===== src/rtl/axil_req_arbiter.sv =====
// rtl/axil_req_arbiter.sv - two-requester round-robin front end onto one AXI-Lite master port
// One transaction in flight at a time; the grantee's fields are captured on the accept cycle only.
module axil_req_arbiter #(
  parameter int ADDR_WIDTH = 6,
  parameter int DATA_WIDTH = 32
) (
  input  logic                        ACLK,
  input  logic                        ARESETN,
  input  logic [1:0]                  REQ_VALID,
  output logic [1:0]                  REQ_READY,
  input  logic [1:0]                  REQ_WE,
  input  logic [2*ADDR_WIDTH-1:0]     REQ_ADDR,
  input  logic [2*DATA_WIDTH-1:0]     REQ_WDATA,
  input  logic [2*DATA_WIDTH/8-1:0]   REQ_WSTRB,
  output logic [1:0]                  RSP_VALID,
  output logic [DATA_WIDTH-1:0]       RSP_RDATA,
  output logic [1:0]                  RSP_RESP,
  output logic [ADDR_WIDTH-1:0]       AWADDR,
  output logic                        AWVALID,
  input  logic                        AWREADY,
  output logic [DATA_WIDTH-1:0]       WDATA,
  output logic [DATA_WIDTH/8-1:0]     WSTRB,
  output logic                        WVALID,
  input  logic                        WREADY,
  input  logic [1:0]                  BRESP,
  input  logic                        BVALID,
  output logic                        BREADY,
  output logic [ADDR_WIDTH-1:0]       ARADDR,
  output logic                        ARVALID,
  input  logic                        ARREADY,
  input  logic [DATA_WIDTH-1:0]       RDATA,
  input  logic [1:0]                  RRESP,
  input  logic                        RVALID,
  output logic                        RREADY
);

  localparam int STRB_WIDTH = DATA_WIDTH / 8;

  typedef enum logic [2:0] {IDLE, WR, WR_RESP, RD_ADDR, RD_DATA, RSP} state_t;

  state_t                  state_q, state_d;
  logic                    last_q, last_d;
  logic                    gnt_q, gnt_d;
  logic [ADDR_WIDTH-1:0]   addr_q, addr_d;
  logic [DATA_WIDTH-1:0]   wdata_q, wdata_d;
  logic [STRB_WIDTH-1:0]   wstrb_q, wstrb_d;
  logic                    awvalid_q, awvalid_d;
  logic                    wvalid_q, wvalid_d;
  logic                    bready_q, bready_d;
  logic                    arvalid_q, arvalid_d;
  logic                    rready_q, rready_d;
  logic [1:0]              rsp_valid_q, rsp_valid_d;
  logic [DATA_WIDTH-1:0]   rsp_rdata_q, rsp_rdata_d;
  logic [1:0]              rsp_resp_q, rsp_resp_d;

  logic                    gnt_idx;
  logic                    accept;

  // On a tie the requester that was not served last wins; otherwise the lone requester wins.
  always_comb begin
    gnt_idx   = (REQ_VALID == 2'b11) ? ~last_q : REQ_VALID[1];
    accept    = (state_q == IDLE) && (|REQ_VALID) && ARESETN;
    REQ_READY = accept ? (gnt_idx ? 2'b10 : 2'b01) : 2'b00;
  end

  always_comb begin
    state_d     = state_q;
    last_d      = last_q;
    gnt_d       = gnt_q;
    addr_d      = addr_q;
    wdata_d     = wdata_q;
    wstrb_d     = wstrb_q;
    awvalid_d   = awvalid_q;
    wvalid_d    = wvalid_q;
    bready_d    = bready_q;
    arvalid_d   = arvalid_q;
    rready_d    = rready_q;
    rsp_valid_d = 2'b00;
    rsp_rdata_d = rsp_rdata_q;
    rsp_resp_d  = rsp_resp_q;

    case (state_q)
      IDLE: begin
        if (accept) begin
          gnt_d   = gnt_idx;
          addr_d  = gnt_idx ? REQ_ADDR[2*ADDR_WIDTH-1:ADDR_WIDTH] : REQ_ADDR[ADDR_WIDTH-1:0];
          wdata_d = gnt_idx ? REQ_WDATA[2*DATA_WIDTH-1:DATA_WIDTH] : REQ_WDATA[DATA_WIDTH-1:0];
          wstrb_d = gnt_idx ? REQ_WSTRB[2*STRB_WIDTH-1:STRB_WIDTH] : REQ_WSTRB[STRB_WIDTH-1:0];
          if (REQ_WE[gnt_idx]) begin
            state_d   = WR;
            awvalid_d = 1'b1;
            wvalid_d  = 1'b1;
          end else begin
            state_d   = RD_ADDR;
            arvalid_d = 1'b1;
          end
        end
      end
      WR: begin
        // AW and W retire independently; leave once neither is still pending.
        awvalid_d = awvalid_q & ~AWREADY;
        wvalid_d  = wvalid_q & ~WREADY;
        if (!awvalid_d && !wvalid_d) begin
          state_d  = WR_RESP;
          bready_d = 1'b1;
        end
      end
      WR_RESP: begin
        if (BVALID) begin
          bready_d    = 1'b0;
          rsp_resp_d  = BRESP;
          rsp_valid_d = gnt_q ? 2'b10 : 2'b01;
          state_d     = RSP;
        end
      end
      RD_ADDR: begin
        if (ARREADY) begin
          arvalid_d = 1'b0;
          rready_d  = 1'b1;
          state_d   = RD_DATA;
        end
      end
      RD_DATA: begin
        if (RVALID) begin
          rready_d    = 1'b0;
          rsp_rdata_d = RDATA;
          rsp_resp_d  = RRESP;
          rsp_valid_d = gnt_q ? 2'b10 : 2'b01;
          state_d     = RSP;
        end
      end
      RSP: begin
        last_d  = gnt_q;
        state_d = IDLE;
      end
      default: state_d = IDLE;
    endcase
  end

  always_ff @(posedge ACLK) begin
    if (!ARESETN) begin
      state_q     <= IDLE;
      last_q      <= 1'b1;
      gnt_q       <= 1'b0;
      addr_q      <= '0;
      wdata_q     <= '0;
      wstrb_q     <= '0;
      awvalid_q   <= 1'b0;
      wvalid_q    <= 1'b0;
      bready_q    <= 1'b0;
      arvalid_q   <= 1'b0;
      rready_q    <= 1'b0;
      rsp_valid_q <= 2'b00;
      rsp_rdata_q <= '0;
      rsp_resp_q  <= 2'b00;
    end else begin
      state_q     <= state_d;
      last_q      <= last_d;
      gnt_q       <= gnt_d;
      addr_q      <= addr_d;
      wdata_q     <= wdata_d;
      wstrb_q     <= wstrb_d;
      awvalid_q   <= awvalid_d;
      wvalid_q    <= wvalid_d;
      bready_q    <= bready_d;
      arvalid_q   <= arvalid_d;
      rready_q    <= rready_d;
      rsp_valid_q <= rsp_valid_d;
      rsp_rdata_q <= rsp_rdata_d;
      rsp_resp_q  <= rsp_resp_d;
    end
  end

  assign AWADDR    = addr_q;
  assign AWVALID   = awvalid_q;
  assign WDATA     = wdata_q;
  assign WSTRB     = wstrb_q;
  assign WVALID    = wvalid_q;
  assign BREADY    = bready_q;
  assign ARADDR    = addr_q;
  assign ARVALID   = arvalid_q;
  assign RREADY    = rready_q;
  assign RSP_VALID = rsp_valid_q;
  assign RSP_RDATA = rsp_rdata_q;
  assign RSP_RESP  = rsp_resp_q;

endmodule


===== config.mk =====
export PLATFORM = sky130hd
export DESIGN_NAME = axil_req_arbiter
export DESIGN_NICKNAME = d
export VERILOG_FILES = /design/src/rtl/axil_req_arbiter.sv
export SDC_FILE = /design/constraint.sdc
export NUM_CORES = 1
export LEC_CHECK = 0
export ABC_AREA = 1
export BUFFER_PORTS_ARGS = -buffer_cell sky130_fd_sc_hd__buf_2
export CORE_MARGIN = 2
export CORE_UTILIZATION = 39
export DETAILED_ROUTE_END_ITERATION = 8
export PLACE_DENSITY = 0.87
export SLEW_MARGIN = 5
export SYNTH_ARGS = -nofsm -noshare
export SYNTH_HDL_FRONTEND = slang
export SYNTH_SLANG_ARGS = --single-unit

===== constraint.sdc =====
create_clock -name ACLK -period 1.19 [get_ports ACLK]
set_input_delay 0.0595 -clock ACLK [delete_from_list [all_inputs] [get_ports ACLK]]
set_output_delay 0.0595 -clock ACLK [all_outputs]
set_load 0.05 [all_outputs]

== Word level (Yosys, flattened, before mapping) ==
Index checks and enable logic that the tools add are counted.

* Bitwise logic cells: 5
* Mux-type cells: 36
* Magnitude comparators: 1
* Equality and inequality tests: 13
* Reductions and logical operators: 20

{| class="wikitable"
|+ Operators by type and width
! operator !! number
|-
| $mux 32 || 1
|-
| $mux 2 || 8
|-
| $mux 3 || 5
|-
| $pmux 3 s5 || 1
|-
| $mux 1 || 12
|-
| $ne 2x2->1 const B || 6
|-
| $reduce_and 3->1 || 4
|-
| $pmux 1 s2 || 5
|-
| $reduce_bool 2->1 || 5
|-
| $pmux 2 s2 || 2
|-
| $eq 3x2->1 const B || 2
|-
| $eq 3x3->1 const B || 2
|-
| $mux 6 || 1
|-
| $reduce_and 5->1 || 1
|-
| $mux 4 || 1
|-
| $reduce_and 2->1 || 2
|-
| $reduce_and 4->1 || 1
|-
| $eq 3x1->1 const B || 1
|-
| $logic_and 1x1->1 || 3
|-
| $logic_not 3->1 || 1
|-
| $not 1->1 || 3
|-
| $and 1x1->1 || 2
|-
| $eq 2x2->1 const B || 1
|-
| $logic_not 1->1 || 2
|-
| other kinds (3) || 3
|}

* Bits of input ports: 131
* Bits in registers: 88
* Logic and storage cells: 89

== Logic depth before layout (Yosys ltp) ==
* Depth after elaboration: 7
* Mapped depth: 9
* Mapped depth without buffers: 9

== Worst setup path after synthesis ==
No wires, ideal clock.

* Path type: reg2reg
* Start: register state_q[0]
* End: register wdata_q[11], in the netlist WDATA[11]
* Buffers on the path: 1
* Stages on the path, launching flop included: 9
* Setup time: 0.070 ns
* Clock period less this slack: 1.343 ns
* Data arrival time: 1.273 ns
* Setup slack: -0.153 ns
* Required time: 1.120 ns
* Cell sequence: dfxtp_1 > inv_2 > nand2_1 > nor2_4 > nand2_4 > nor2_4 > buf_4 > nand2_1 > a21oi_1

* Word-level cells in the longest chain between the ends: 4

{| class="wikitable"
|+ RTL lines
! what !! RTL line !! text
|-
| start, declared || 41 || <nowiki>state_t state_q, state_d;</nowiki>
|-
| start signal, assigned || 157 || <nowiki>state_q <= state_d;</nowiki>
|-
| $logic_not 3->1 * || 62, 82 ||
|-
| $logic_and 1x1->1 (2 in series) || 62 || <nowiki>accept = (state_q == IDLE) && (|REQ_VALID) && ARESETN;</nowiki>
|-
| $reduce_and 2->1 (no source line) * || n/a ||
|-
| end signal, assigned || 161 || <nowiki>wdata_q <= wdata_d;</nowiki>
|-
| end, declared || 45 || <nowiki>logic [DATA_WIDTH-1:0] wdata_q, wdata_d;</nowiki>
|}

Every way passes the cells marked *; elsewhere a longest branch is shown, timed or not.
A chain may end at the register's enable or synchronous reset.

== Worst setup path in the final report ==
* Start: register state_q[0]
* End: register wdata_q[4], in the netlist WDATA[4]

The elaborated chain is that of the path after synthesis.

==> impl_metrics.csv <==
group,metric,value,unit
status,status,"finished with violations",
status,violations,"setup timing",
cells_and_area,fillerInstances,530,
synthesis,ys_types,21,
detailed_routing,dr_wl_met2,9920,microns
cells_and_area,fin_util,82.7,%
global_routing,grt_pass1_vias,5281,
worst_setup_path,critical_path.max_fanout,8,
floorplan,start_util,40.4,%
floorplan,fp-row-count,35,
synthesis,synthMuxAreaShare,0,%
synthesis,synth-seq-cells,88,
detailed_routing,drt_iter0_drc,246,
floorplan,core,0.00928,sq mm
global_routing,grt_max_degree,43,
global_routing,grt_remaining_overflow,0,
cells_and_area,fin_cells,1039,
sta,maxSlewHeadroom,60.1,%
worst_setup_path,cp-start-kind,"flop",
synthesis,syn_nets,672,
sta,fin_crit_sh,131,%
sta,drv_slew,0,
power_and_ir_drop,leakage,3.50,nW
floorplan,design.die.area,0.0104,sq mm
clock_network,cts_root_buf,"clkbuf_8",
synthesis,synth_compound_area_share,16.5,%
floorplan,fp.dieW,102,microns
synthesis,ys_top_cells_by_area,"dfxtp_1, nand2_1, a21oi_1, nor2_1, inv_1",
clock_network,cts-htree-levels,3,
floorplan,boundaryPins,222,
detailed_routing,ant_nets,0,
detailed_routing,totalWireLength,19400,microns
worst_setup_path,cp-end-kind,"flop",
cells_and_area,syn2layout_area_growth,104,%
synthesis,yosysTopAreaCell,"dfxtp_1",
sta,tns,-23400,ps
sta,fmax,641,MHz
synthesis,synth_warnings,0,
synthesis,ys.flop_type,"dfxtp_1",
clock_network,clkLatencyLatePin,360,ps
clock_network,cts.path.max_buffers,2,
clock_network,cts-buffers-inserted,9,
synthesis,yosys-top-cells-count,"nand2_1, a21oi_1, dfxtp_1, nor2_1, inv_1",
synthesis,synth_most_common_cell,"nand2_1",
cells_and_area,final-seq-area,0.00177,sq mm
sta,worstMarginPinSlew,598,ps
detailed_routing,first_pass_iters,8,
detailed_routing,wl_per_cell,18.6,microns
synthesis,synthesis.area,0.00375,sq mm
global_routing,grt_pass1_wl,26200,microns
synthesis,synth_adder_area_share,0,%
flow_run,maxCapViolations,0,
place,io_buffers,221,
clock_network,clk_pin_slew,100,ps
sta,hold_viol_final,0,
detailed_routing,top_layer_used,"met4",
power_and_ir_drop,peakVddDrop,0.000876,V
synthesis,synthCells,541,
power_and_ir_drop,power_density,1700,mW/mm^2
clock_network,clock_sinks,88,
global_routing,grtUsageTotal,33.0,%
synthesis,synthArstFlopShare,0,%
cells_and_area,insertedDiodeCount,0,
place,dp_cells,894,
cells_and_area,drive_gt1_share,52.5,%
detailed_routing,route.layer.met1.wl,6660,microns
clock_network,tritoncts,"yes",
sta,rsz0062_at_grt,"yes",
synthesis,synth_simple_gate_area_share,26.8,%
cells_and_area,multiInputGateArea,0.00233,sq mm
floorplan,die_y,102,microns
place,place_congestion,0.794,
synthesis,synth_top_family_by_area,"simple AND/OR/NAND/NOR gates",
synthesis,synth_top_area_share,46.9,%
place,dp_hpwl,8410,microns
place,place_ws,-138,ps
detailed_routing,drc,0,
sta,skew,8.88,ps
sta,setup_viol,90,
cells_and_area,layout.nets,1036,
worst_setup_path,arrival,1780,ps
sta,finalCriticalPeriod,1560,ps
detailed_routing,avgViaCountPerCell,5.20,
synthesis,syn_avg_cell_area,6.94,sq um
synthesis,synth-xor-area-share,0,%
synthesis,synth-edff-count,0,
detailed_routing,vias,5399,
sta,fin_ws,-370,ps
global_routing,antenna_found_initial,0,
hold_path,hold_path.class,"in -> reg",
synthesis,synth-seq-area-share,46.9,%
detailed_routing,wl_met3,1930,microns
worst_setup_path,critical_path_required,1410,ps
worst_setup_path,crit_type,"reg -> reg",
through the flow:
step / cell area [sq um] / total power, mW / hold WS, ps
5_1_grt: 7670 / 13.6 / 35.9
3_3_place_gp: 5200 / 8.24 / 309
4_1_cts: 7370 / 12.2 / 1.97
2_1_floorplan: 3820 / 7.01 / 197
6_report: 7670 / 13.1 / 25.3
3_5_place_dp: 5200 / 8.31 / 313
final timing paths:
check | start | end | slack, ps | cells past startpoint
worst min-delay path | REQ_WDATA[50] | WDATA[18]$_SDFFE_PN0P_ | 30 | 3
worst min register to register | gnt_q$_SDFFE_PN0P_ | RSP_VALID[0]$_SDFF_PN0_ | 440 | 1
worst max-delay path | state_q[0]$_SDFFE_PN0P_ | WDATA[4]$_SDFFE_PN0P_ | -370 | 9
worst max register to register | state_q[0]$_SDFFE_PN0P_ | WDATA[4]$_SDFFE_PN0P_ | -370 | 9
power by group:
part	leakage [nW]	internal (mW)	switching (mW)
Combinational	2.68	2.77	4.24
Sequential	0.717	3.41	0.356
Clock	0.105	1.03	1.27
Total	3.50	7.21	5.87
per-layer routing:
metal  vias up  track usage (%)
met4         0             17.8
met3        84             9.92
met1      2475             33.4
li1       2438                -
met2       402             60.7
met5         -                0
sequential cells by signal (all words and copies together) (netlist names):
register   count
RSP_RDATA     32
WDATA         32
ARADDR         6
WSTRB          4
state_q        3
RSP_RESP       2
RSP_VALID      2
ARVALID        1
AWVALID        1
BREADY         1
RREADY         1
WVALID         1
gnt_q          1
last_q         1
kinds of logic after synthesis:
family,Yosys count
AO/OA/AOI/OAI,122
buffers and inverters,82
flip-flops,88
AND/OR/NAND/NOR,249
what timing repair did:
| action | 4_1_cts | 5_1_grt |
|---|---|---|
| cloned | 11 | 0 |
| hold buffers | 94 | 0 |
| buffers inserted | 17 | 9 |
| gates resized for setup | 186 | 73 |
| hold endpoints to repair | 64 | 0 |
| endpoints found under the setup margin | 84 | 94 |
| pin swaps | 63 | 54 |
worst max-delay path: stages (launching register included):
cell and delay (ps):
dfxtp_4 370, buf_6 120, nor2_4 130, nand2_2 80
nor2_4 150, buf_6 140, buf_16 140, nor2_2 40
a21oi_1 140, a21oi_1 100
cell type report:
type / instances / share of cell area [%]
Timing Repair Buffer: 388 / 39.2
Multi-Input combinational cell: 371 / 30.4
Inverter: 47 / 2.40
Sequential cell: 88 / 23.1
Clock buffer: 9 / 1.61
Tap cell: 129 / 2.10
Clock inverter: 7 / 1.13
layout by cell type, fill, tap and decap left out, types with 4 or more instances in the layout:
master,synthesis,routed
nor2_4,5,20
a21oi_2,0,54
buf_8,0,4
clkbuf_4,0,4
nor2_2,0,14
buf_12,0,11
nand3_1,7,5
nand2_4,1,33
nand2_1,185,130
clkbuf_8,0,9
buf_6,0,14
buf_16,0,9
a21oi_1,109,54
inv_6,0,4
o21ai_2,0,4
inv_1,44,38
buf_2,11,215
dfxtp_1,88,83
dlygate4sd3_1,0,94
nand2_2,0,23
inv_2,3,7
nor2_1,45,16
buf_4,12,37
Note: power is estimated with default switching activity, not from simulation.
